`config.mk`:
```
export PLATFORM = sky130hd
export DESIGN_NAME = reel_quadrature_decoder
export DESIGN_NICKNAME = d
export VERILOG_FILES = /design/src/rtl/reel_pkg.sv /design/src/rtl/reel_quadrature_decoder_quad_step_decode.sv /design/src/rtl/reel_quadrature_decoder.sv
export SDC_FILE = /design/constraint.sdc
export NUM_CORES = 1
export LEC_CHECK = 0
export ABC_AREA = 1
export CORE_MARGIN = 1.5
export CORE_UTILIZATION = 40
export DETAILED_ROUTE_END_ITERATION = 6
export HOLD_SLACK_MARGIN = 0.03
export SYNTH_ARGS = -nofsm -noshare
export SYNTH_HDL_FRONTEND = slang
export SYNTH_SLANG_ARGS = --single-unit
```
`constraint.sdc`:
```
create_clock -name clk -period 6.78 [get_ports clk]
set_input_delay 1.017 -clock clk [delete_from_list [all_inputs] [get_ports clk]]
set_output_delay 1.017 -clock clk [all_outputs]
set_load 0.05 [all_outputs]
```
`src/rtl/reel_pkg.sv`:
```
// Shared types and constants for the reel quadrature decoder.
package reel_pkg;

    localparam int REEL_W = 14;
    localparam int ACC_W  = 16;

    typedef enum logic [1:0] {
        IDLE,
        TURNING,
        FAULT
    } state_t;

    typedef enum logic [1:0] {
        STEP_NONE,
        STEP_FWD,
        STEP_REV,
        STEP_ERR
    } step_t;

    // Forward order is 00 -> 01 -> 11 -> 10 -> 00; a two-bit change is illegal.
    function automatic step_t decode_step(input logic [1:0] prev, input logic [1:0] cur);
        step_t s;
        s = STEP_NONE;
        if (prev != cur) begin
            case ({prev, cur})
                4'b00_01, 4'b01_11, 4'b11_10, 4'b10_00: s = STEP_FWD;
                4'b01_00, 4'b11_01, 4'b10_11, 4'b00_10: s = STEP_REV;
                default:                                s = STEP_ERR;
            endcase
        end
        return s;
    endfunction

endpackage

```
`src/rtl/reel_quadrature_decoder_quad_step_decode.sv`:
```
// Synchronizes the encoder pins, optionally debounces them (REEL_DEBOUNCE_EN),
// and emits one quadrature step code per clk from the current vs previous AB.
module quad_step_decode
    import reel_pkg::*;
#(
    parameter int SYNC_STAGES     = 2,
    parameter int DEBOUNCE_CYCLES = 16
) (
    input  logic  clk,
    input  logic  rst,
    input  logic  i_enc_a,
    input  logic  i_enc_b,
    output step_t o_step
);

    logic [SYNC_STAGES-1:0] r_sync_a;
    logic [SYNC_STAGES-1:0] r_sync_b;
    logic [1:0]             w_synced;
    logic [1:0]             w_ab;
    logic [1:0]             r_prev;

    always_ff @(posedge clk or posedge rst) begin
        if (rst) begin
            r_sync_a <= '0;
            r_sync_b <= '0;
        end else begin
            r_sync_a <= {r_sync_a[SYNC_STAGES-2:0], i_enc_a};
            r_sync_b <= {r_sync_b[SYNC_STAGES-2:0], i_enc_b};
        end
    end

    assign w_synced = {r_sync_a[SYNC_STAGES-1], r_sync_b[SYNC_STAGES-1]};

`ifdef REEL_DEBOUNCE_EN
    localparam int CNT_W = $clog2(DEBOUNCE_CYCLES + 1);

    logic [1:0]       r_filt;
    logic [CNT_W-1:0] r_cnt [2];

    // A channel flips only after DEBOUNCE_CYCLES consecutive disagreeing samples.
    always_ff @(posedge clk or posedge rst) begin
        if (rst) begin
            r_filt <= '0;
            for (int unsigned i = 0; i < 2; i++) r_cnt[i] <= '0;
        end else begin
            for (int unsigned i = 0; i < 2; i++) begin
                if (w_synced[i] != r_filt[i]) begin
                    if (r_cnt[i] == CNT_W'(DEBOUNCE_CYCLES - 1)) begin
                        r_filt[i] <= w_synced[i];
                        r_cnt[i]  <= '0;
                    end else begin
                        r_cnt[i] <= r_cnt[i] + CNT_W'(1);
                    end
                end else begin
                    r_cnt[i] <= '0;
                end
            end
        end
    end

    assign w_ab = r_filt;
`else
    logic [31:0] w_unused_debounce;
    assign w_unused_debounce = DEBOUNCE_CYCLES;
    assign w_ab = w_synced;
`endif

    always_ff @(posedge clk or posedge rst) begin
        if (rst) r_prev <= '0;
        else     r_prev <= w_ab;
    end

    assign o_step = decode_step(r_prev, w_ab);

endmodule

```
`src/rtl/reel_quadrature_decoder.sv`:
```
// Reel crank decoder: accumulates quadrature steps per game window, reports detents
// on frame_tick and tracks motion/fault. Optional input debounce: REEL_DEBOUNCE_EN.
module reel_quadrature_decoder
    import reel_pkg::*;
#(
    parameter int SYNC_STAGES     = 2,
    parameter int DETENT_SHIFT    = 2,
    parameter int FAULT_LIMIT     = 4,
    parameter int DEBOUNCE_CYCLES = 16
) (
    input  logic              clk,
    input  logic              rst,
    input  logic              enc_a,
    input  logic              enc_b,
    input  logic              frame_tick,
    output logic [REEL_W-1:0] reel,
    output logic              reel_dir,
    output logic              reel_valid,
    output logic              fault
);

    localparam int ERR_W = $clog2(FAULT_LIMIT + 1);
    localparam logic signed [ACC_W-1:0] ACC_MAX   = {1'b0, {(ACC_W-1){1'b1}}};
    localparam logic signed [ACC_W-1:0] ACC_MIN   = {1'b1, {(ACC_W-1){1'b0}}};
    localparam logic [ACC_W-1:0]        REEL_CLIP = ACC_W'((1 << REEL_W) - 1);

    step_t                    w_step;
    logic signed [ACC_W-1:0]  r_acc;
    logic signed [ACC_W-1:0]  w_delta;
    logic signed [ACC_W-1:0]  w_acc_step;
    logic [ERR_W-1:0]         r_err;
    logic [ACC_W-1:0]         w_shifted;
    logic [REEL_W-1:0]        w_mag;
    state_t                   r_state;
    state_t                   w_state_next;
    logic [REEL_W-1:0]        r_reel;
    logic                     r_reel_dir;
    logic                     r_reel_valid;

    quad_step_decode #(
        .SYNC_STAGES     (SYNC_STAGES),
        .DEBOUNCE_CYCLES (DEBOUNCE_CYCLES)
    ) u_step (
        .clk     (clk),
        .rst     (rst),
        .i_enc_a (enc_a),
        .i_enc_b (enc_b),
        .o_step  (w_step)
    );

    always_comb begin
        w_delta    = '0;
        w_acc_step = r_acc;
        case (w_step)
            STEP_FWD: w_delta = ACC_W'(1);
            STEP_REV: w_delta = '1;
            default:  w_delta = '0;
        endcase
        if (!((w_step == STEP_FWD && r_acc == ACC_MAX) ||
              (w_step == STEP_REV && r_acc == ACC_MIN))) begin
            w_acc_step = r_acc + w_delta;
        end
    end

    // The tick cycle's own step seeds the new window instead of the closing one.
    always_ff @(posedge clk or posedge rst) begin
        if (rst) begin
            r_acc <= '0;
            r_err <= '0;
        end else if (frame_tick) begin
            r_acc <= w_delta;
            r_err <= (w_step == STEP_ERR) ? ERR_W'(1) : '0;
        end else begin
            r_acc <= w_acc_step;
            if (w_step == STEP_ERR && r_err < ERR_W'(FAULT_LIMIT)) begin
                r_err <= r_err + ERR_W'(1);
            end
        end
    end

    always_comb begin
        w_shifted = $unsigned(r_acc) >> DETENT_SHIFT;
        w_mag     = w_shifted[REEL_W-1:0];
        if (w_shifted > REEL_CLIP) w_mag = '1;
    end

    always_comb begin
        w_state_next = r_state;
        if (frame_tick) begin
            if (r_err >= ERR_W'(FAULT_LIMIT)) begin
                w_state_next = FAULT;
            end else begin
                case (r_state)
                    IDLE:    if (r_acc != '0) w_state_next = TURNING;
                    TURNING: if (r_acc == '0) w_state_next = IDLE;
                    FAULT:   if (r_err == '0) w_state_next = (r_acc == '0) ? IDLE : TURNING;
                    default: w_state_next = IDLE;
                endcase
            end
        end
    end

    always_ff @(posedge clk or posedge rst) begin
        if (rst) r_state <= IDLE;
        else     r_state <= w_state_next;
    end

    always_ff @(posedge clk or posedge rst) begin
        if (rst) begin
            r_reel       <= '0;
            r_reel_dir   <= 1'b0;
            r_reel_valid <= 1'b0;
        end else begin
            r_reel_valid <= frame_tick;
            if (frame_tick) begin
                if (w_state_next == FAULT) begin
                    r_reel     <= '0;
                    r_reel_dir <= 1'b0;
                end else if (r_acc[ACC_W-1]) begin
                    r_reel     <= '0;
                    r_reel_dir <= 1'b1;
                end else begin
                    r_reel     <= w_mag;
                    r_reel_dir <= 1'b0;
                end
            end
        end
    end

    assign reel       = r_reel;
    assign reel_dir   = r_reel_dir;
    assign reel_valid = r_reel_valid;
    assign fault      = (r_state == FAULT);

endmodule

```
==> results of run 1 <==
## worst max-delay path: cells and delay by family (launching register included)
kind	cells	cell delay, ns
compound gates	2	0.60
xor+xnor	1	0.17
fa+ha+maj	2	1.07
buf+inv	4	0.37
flops	1	0.41
simple gates	7	0.46
## registers in the layout, indices dropped and copies added, names as in the netlist
signal,count
u_step.r_prev,2
r_err,3
r_state,2
reel_valid,1
reel,14
r_acc,16
u_step.r_sync_a,2
reel_dir,1
u_step.r_sync_b,2
## worst paths after layout
| check | from | endpoint | slack [ns] | cells after the start |
|---|---|---|---|---|
| max | u_step.r_sync_b[1] | r_acc[14] | 3.60 | 16 |
| min | u_step.r_sync_a[0] | u_step.r_sync_a[1] | 0.36 | 0 |
| max reg2reg | u_step.r_sync_b[1] | r_acc[14] | 3.60 | 16 |
| min reg2reg | u_step.r_sync_a[0] | u_step.r_sync_a[1] | 0.36 | 0 |
| max in group asynchronous | rst | reel[4] | 5.23 | 3 |
| min in group asynchronous | rst | r_acc[6] | 1.16 | 3 |
## power groups by stage
| stage | sequential (W) | combinational [W] | clock, W |
|---|---|---|---|
| after global routing | 0.000438 | 0.000756 | 0.000186 |
| after global placement | 0.000429 | 0.000660 | 0 |
| after CTS | 0.000426 | 0.000671 | 0.000175 |
| after detailed placement | 0.000432 | 0.000667 | 0 |
| final | 0.000427 | 0.000670 | 0.000168 |
| after floorplan | 0.000504 | 0.000415 | 0 |
## logic make-up (layout without fill, tap and decap cells)
group,after synthesis,after routing,synth area share (%)
xor+xnor,12,12,3.85
compound gates,25,25,5.23
simple gates,218,218,33.2
buf+inv,58,80,8.35
fa+ha+maj,21,21,9.91
flops,43,43,39.4
## per-layer routing
metal | vias to the layer above | global-route usage (%) | share of wire (%)
met1 | 1086 | 26.0 | 50
met5 | - | 0 | 0
li1 | 1219 | - | -
met3 | 4 | 2.31 | 3.3
met4 | 0 | 3.96 | 0.80
met2 | 52 | 28.8 | 46
## Yosys cell counts, drive strengths merged, types with 2 or more instances
cell type    n  area share [%]
nor4         3            0.92
o21ai        5            0.92
nand3       23             4.6
or2          2            0.46
nor2        34             4.7
nand4        5             1.1
a21o         3            0.83
xnor2        5             1.6
clkbuf       4            0.55
dfrtp       43              39
ha          20             9.2
nor3         3            0.55
inv         51             7.0
buf          3            0.78
nand2      146              20
a21oi       13             2.4
xor2         7             2.2
## area by class of cell
cell class | count | area, µm²
Sequential cell | 43 | 1080
Multi-Input combinational cell | 276 | 1420
Clock buffer | 6 | 82.6
Timing Repair Buffer | 22 | 218
Clock inverter | 1 | 5.00
Fill cell | 668 | 3370
Tap cell | 77 | 96.3
Inverter | 51 | 191
## cell usage in the layout, fill, tap and decap left out, types with 2 or more instances in the layout
| master | netlist | layout |
|---|---|---|
| nand2_1 | 143 | 143 |
| nand3_2 | 2 | 2 |
| nor3_1 | 3 | 3 |
| or2_2 | 2 | 2 |
| xor2_1 | 7 | 7 |
| nand2_2 | 3 | 3 |
| clkdlybuf4s50_1 | 0 | 21 |
| a21o_1 | 3 | 3 |
| ha_1 | 20 | 20 |
| dfrtp_1 | 43 | 43 |
| xnor2_1 | 5 | 5 |
| a21oi_1 | 13 | 13 |
| inv_1 | 50 | 49 |
| nor4_1 | 2 | 2 |
| nor2_1 | 34 | 34 |
| nand3_1 | 21 | 21 |
| o21ai_0 | 5 | 5 |
| clkbuf_8 | 0 | 6 |
| nand4_1 | 5 | 5 |
## through the flow
stage	instance area [µm²]	setup WS (ns)
after CTS	3090	3.59
after global routing	3090	3.29
final	3090	3.60
after floorplan	2730	4.04
after global placement	3010	3.44
after detailed placement	3010	3.40
==> metrics.yaml, run 1 <==
finish:
  final_core_util_pct: 47.9
  antenna_cells: 0
  drive_above_1_share_pct: 4.26
  stdcell_count: 476
  syn_to_final_growth_pct: 13.4
  num-nets-final: 425
logic_synthesis:
  synth_edf_count: 0
  yosysUniqueCellTypes: 29
  syn-cell-area_um2: 2730
  synth_warnings: 0
  synthFlopType: "dfrtp_1"
  syn_nets: 403
  ys_seq_area_share_pct: 39.4
  synthArstFlopShare_pct: 100
  synthCells: 377
  avgSynthCellArea_um2: 7.24
  ys_ff_latch: 43
timing:
  fin_crit_ns: 3.18
  post-route-period-util_pct: 46.9
  tightest_slew_ns: 0.833
  finalHoldViolations: 0
  slew_violations: 0
  relSlewSlack_pct: 44.2
  grt_setup_unrepaired: "false"
  finalSetupViolCount: 0
  finalClockSkew_ns: 0.0116
  fin_setup_tns_ns: 0
  whs_ns: 0.356
  max_freq_ghz: 0.314
cts:
  cts_made_buffers: 5
  cts_setup_buffers: 0
  clkSinkCount: 43
  clockRootBuffer: "clkbuf_8"
  ctsHoldBuffers: 0
  cts-resized-gates: 0
  cts_tree: "yes"
  ctsLongestPathBuffers: 2
  insertion_delay_ns: 0.30
  clkTransAtPathRegs_ns: 0.09
  h-tree-depth: 2
place:
  dp_hpwl_um: 4430
  port_buffers: 21
  gp_congestion: 0.796
  dp_cells: 469
die:
  die_y_um: 85.6
  die_x_um: 85.6
  rows: 29
  ioPinCount: 22
  coreArea_um2: 6460
  die_area_um2: 7320
  start_util_pct: 42.2
worst_setup_path:
  startpoint_type: "flop"
  cp.required_ns: 6.97
  slowest_stage: "ha_1"
  cp_max_fo: 18
  path_common_cell: "nand2_1"
  path_class: "flop to flop"
  crit_path_end_kind: "flop"
  path_cells: "xor2_1, inv_1, or2_2, nand2_1, inv_1, ha_1, inv_1, fa_1, o21ai_0, a21oi_1, inv_1, nand2_1, nand2_1, nand2_1, nand3_1, nand2_1"
  slowest_delay_ns: 0.62
  worst_ep_arrival_time_ns: 3.37
flow_run:
  maxCapViolations: 0
power_and_ir_drop:
  p_leak_nw: 1.74
  ir_drop_mv: 0.135
  p_int_w: 0.000660
  powerDensity_nw_per_um2: 409
  p_total_w: 0.00127
  switching_share_pct: 47.8
  seq_power_share_pct: 33.8
  p_comb_share_pct: 52.9
  p_clk_share_pct: 13.3
  switchingPower_w: 0.000606
grt:
  antenna_found_initial: 0
  grt_max_degree: 44
  grt_pass1_vias: 2271
  grt_use_total_pct: 17.9
  grt_pass1_wl_um: 10600
  grt-ovfl-total: 0
hold_path:
  holdCritPathClass: "flop to flop"
routing:
  first_pass_iters: 6
  drtIter0Drc: 171
  drc: 2
  vias: 2361
  ant_nets: 0
  avgRoutedWirePerCell_um: 12.5
  viasPerCell: 4.96
  drt_wl_total_um: 5970
status:
  status: "finished, violations left"
  violations: "DRC"
(Power assumes the default switching activity.)
==> inputs of run 2 (changes only) <==
- clock period: 6.78 -> 2.7 ns (I/O delays scaled with it)
==> run 2 against run 1 <==
The flow still finishes with violations (DRC). Global-route usage rose by 0.44 points. First-iteration DRC count down 32%. Non-clock buffer count rose by 33. Largest cell class unchanged.
==> metrics.yaml, run 2 (synthesis results as in run 1) <==
power_and_ir_drop:
  p_clk_share_pct: 10.9
  seq_power_share_pct: 28.0
  p_leak_nw: 1.98
  powerDensity_nw_per_um2: 1040
  p_comb_share_pct: 61.1
  switching_share_pct: 46.7
  ir_drop_mv: 0.476
  p_total_w: 0.00395
  switchingPower_w: 0.00184
  p_int_w: 0.00211
worst_setup_path:
  reg2reg_slack_ns: 0.08
  cp.required_ns: 2.95
  r2r-end: "r_acc[8]"
  crit_path_end_kind: "flop"
  startpoint_type: "flop"
  path_class: "flop to flop"
  cp_max_fo: 3
  worst_ep_arrival_time_ns: 2.87
  ff2ff_path_depth: 15
  r2r-start: "u_step.r_sync_a[1]"
timing:
  finalHoldViolations: 0
  fin_setup_tns_ns: 0
  slew_violations: 0
  fin_crit_ns: 2.62
  grt_setup_unrepaired: "true"
  finalClockSkew_ns: 0.00711
  finalSetupViolCount: 0
  whs_ns: 0.354
  tightest_slew_ns: 1.01
  max_freq_ghz: 0.382
  post-route-period-util_pct: 97.0
  relSlewSlack_pct: 32.4
finish:
  layout_common_cells: "nand2_1 (120), inv_1 (44), dfrtp_1 (43), nor2_1 (31), buf_4 (29)"
  largest_reg_flops: 16
  regMostFlops: "r_acc"
  num-nets-final: 458
  antenna_cells: 0
  multi_input_area_um2: 1830
  final_core_util_pct: 58.6
  final_common_cell: "nand2_1"
  ff_latch_area_um2: 1080
  final_cell_area_um2: 3780
  syn_to_final_growth_pct: 38.7
  drive_above_1_share_pct: 26.6
  fillCellCount: 611
grt:
  grt_max_degree: 30
  grt_pass1_vias: 2371
  grt_pass1_wl_um: 10900
  grt-ovfl-total: 0
  grt_use_total_pct: 18.4
  antenna_found_initial: 0
flow_run:
  maxCapViolations: 0
hold_path:
  holdPathEnd: "u_step.r_sync_a[1]"
  hp-start: "u_step.r_sync_a[0]"
  hold_path_depth: 0
  holdCritPathClass: "flop to flop"
routing:
  drc: 2
  m1WireLength_um: 3090
  top_layer: "met4"
  avgRoutedWirePerCell_um: 13.1
  wl_met2_um: 3210
  vias: 2513
  viasPerCell: 4.93
  wl_met3_um: 183
  first_pass_iters: 6
  ant_nets: 0
  drt_wl_total_um: 6670
  drtIter0Drc: 116
die:
  ioPinCount: 22
  die_y_um: 85.6
  die_x_um: 85.6
  die_area_um2: 7320
  start_util_pct: 42.2
  rows: 29
  coreArea_um2: 6460
status:
  status: "finished, violations left"
  violations: "DRC"
cts:
  clkTransAtPathRegs_ns: 0.09
  h-tree-depth: 2
  ctsLongestPathBuffers: 2
  clkSinkCount: 43
  cts_tree: "yes"
  cts_made_buffers: 5
  insertion_delay_ns: 0.30
  ctsHoldBuffers: 0
  clockRootBuffer: "clkbuf_8"
place:
  port_buffers: 21
  gp_congestion: 0.843
  dpl_cell_area_um2: 3200
  dp_hpwl_um: 4750
==> run 2: power groups by stage <==
| stage | Sequential [W] | Clock (W) | Combinational, W |
|---|---|---|---|
| global route | 0.00113 | 0.000475 | 0.00266 |
| floorplan | 0.00127 | 0 | 0.00105 |
| detailed placement | 0.00108 | 0 | 0.00186 |
| global placement | 0.00107 | 0 | 0.00185 |
| finish | 0.00111 | 0.000430 | 0.00242 |
| CTS | 0.00108 | 0.000446 | 0.00195 |
==> run 2: worst max-delay path, stage by stage, from the launching register on <==
cell	delay [ns]
dfrtp_1	0.40
buf_4	0.15
xnor2_2	0.17
nand2_2	0.11
nand2_2	0.11
inv_2	0.06
ha_4	0.28
ha_4	0.13
inv_2	0.04
fa_2	0.38
o21ai_4	0.20
nand3_2	0.10
nand2_2	0.08
xor2_1	0.19
nand2_1	0.07
nand2_1	0.08
==> run 2: worst max path at each step <==
stage	start	end	slack (ns)
2_1_floorplan	u_step.r_sync_b[1]	r_acc[14]	0.06
3_3_place_gp	u_step.r_sync_b[1]	r_acc[13]	-0.03
3_5_place_dp	u_step.r_sync_b[1]	r_acc[10]	-0.11
4_1_cts	u_step.r_sync_b[1]	r_acc[11]	0.01
5_1_grt	u_step.r_prev[1]	r_acc[7]	-0.05
6_report	u_step.r_sync_a[1]	r_acc[8]	0.08
==> run 2: final cells by class <==
type	count	share of cell area (%)
clock buffer	5	1.82
clock inverter	3	0.628
inverter	51	5.13
multi-input combinational	276	48.4
sequential	43	28.4
tap	77	2.55
timing repair buffer	55	13.0
==> run 2: metal layers <==
metal | track usage, % | up-vias
met2 | 31.1 | 46
li1 | - | 1287
met5 | 0 | -
met3 | 2.89 | 15
met4 | 6.30 | 0
met1 | 24.1 | 1165
==> run 2: metrics by stage <==
step           std cells  setup WS [ns]
3_3_place_gp         494        -0.0306
5_1_grt              510        -0.0469
6_report             510         0.0797
4_1_cts              502         0.0102
3_5_place_dp         494         -0.108
2_1_floorplan        377         0.0605
==> run 2: timing repair <==
item                       4_1_cts  5_1_grt
setup endpoints to repair       11       11
gates resized for setup         15       73
setup buffers                    0        8
pin swaps                        3       28
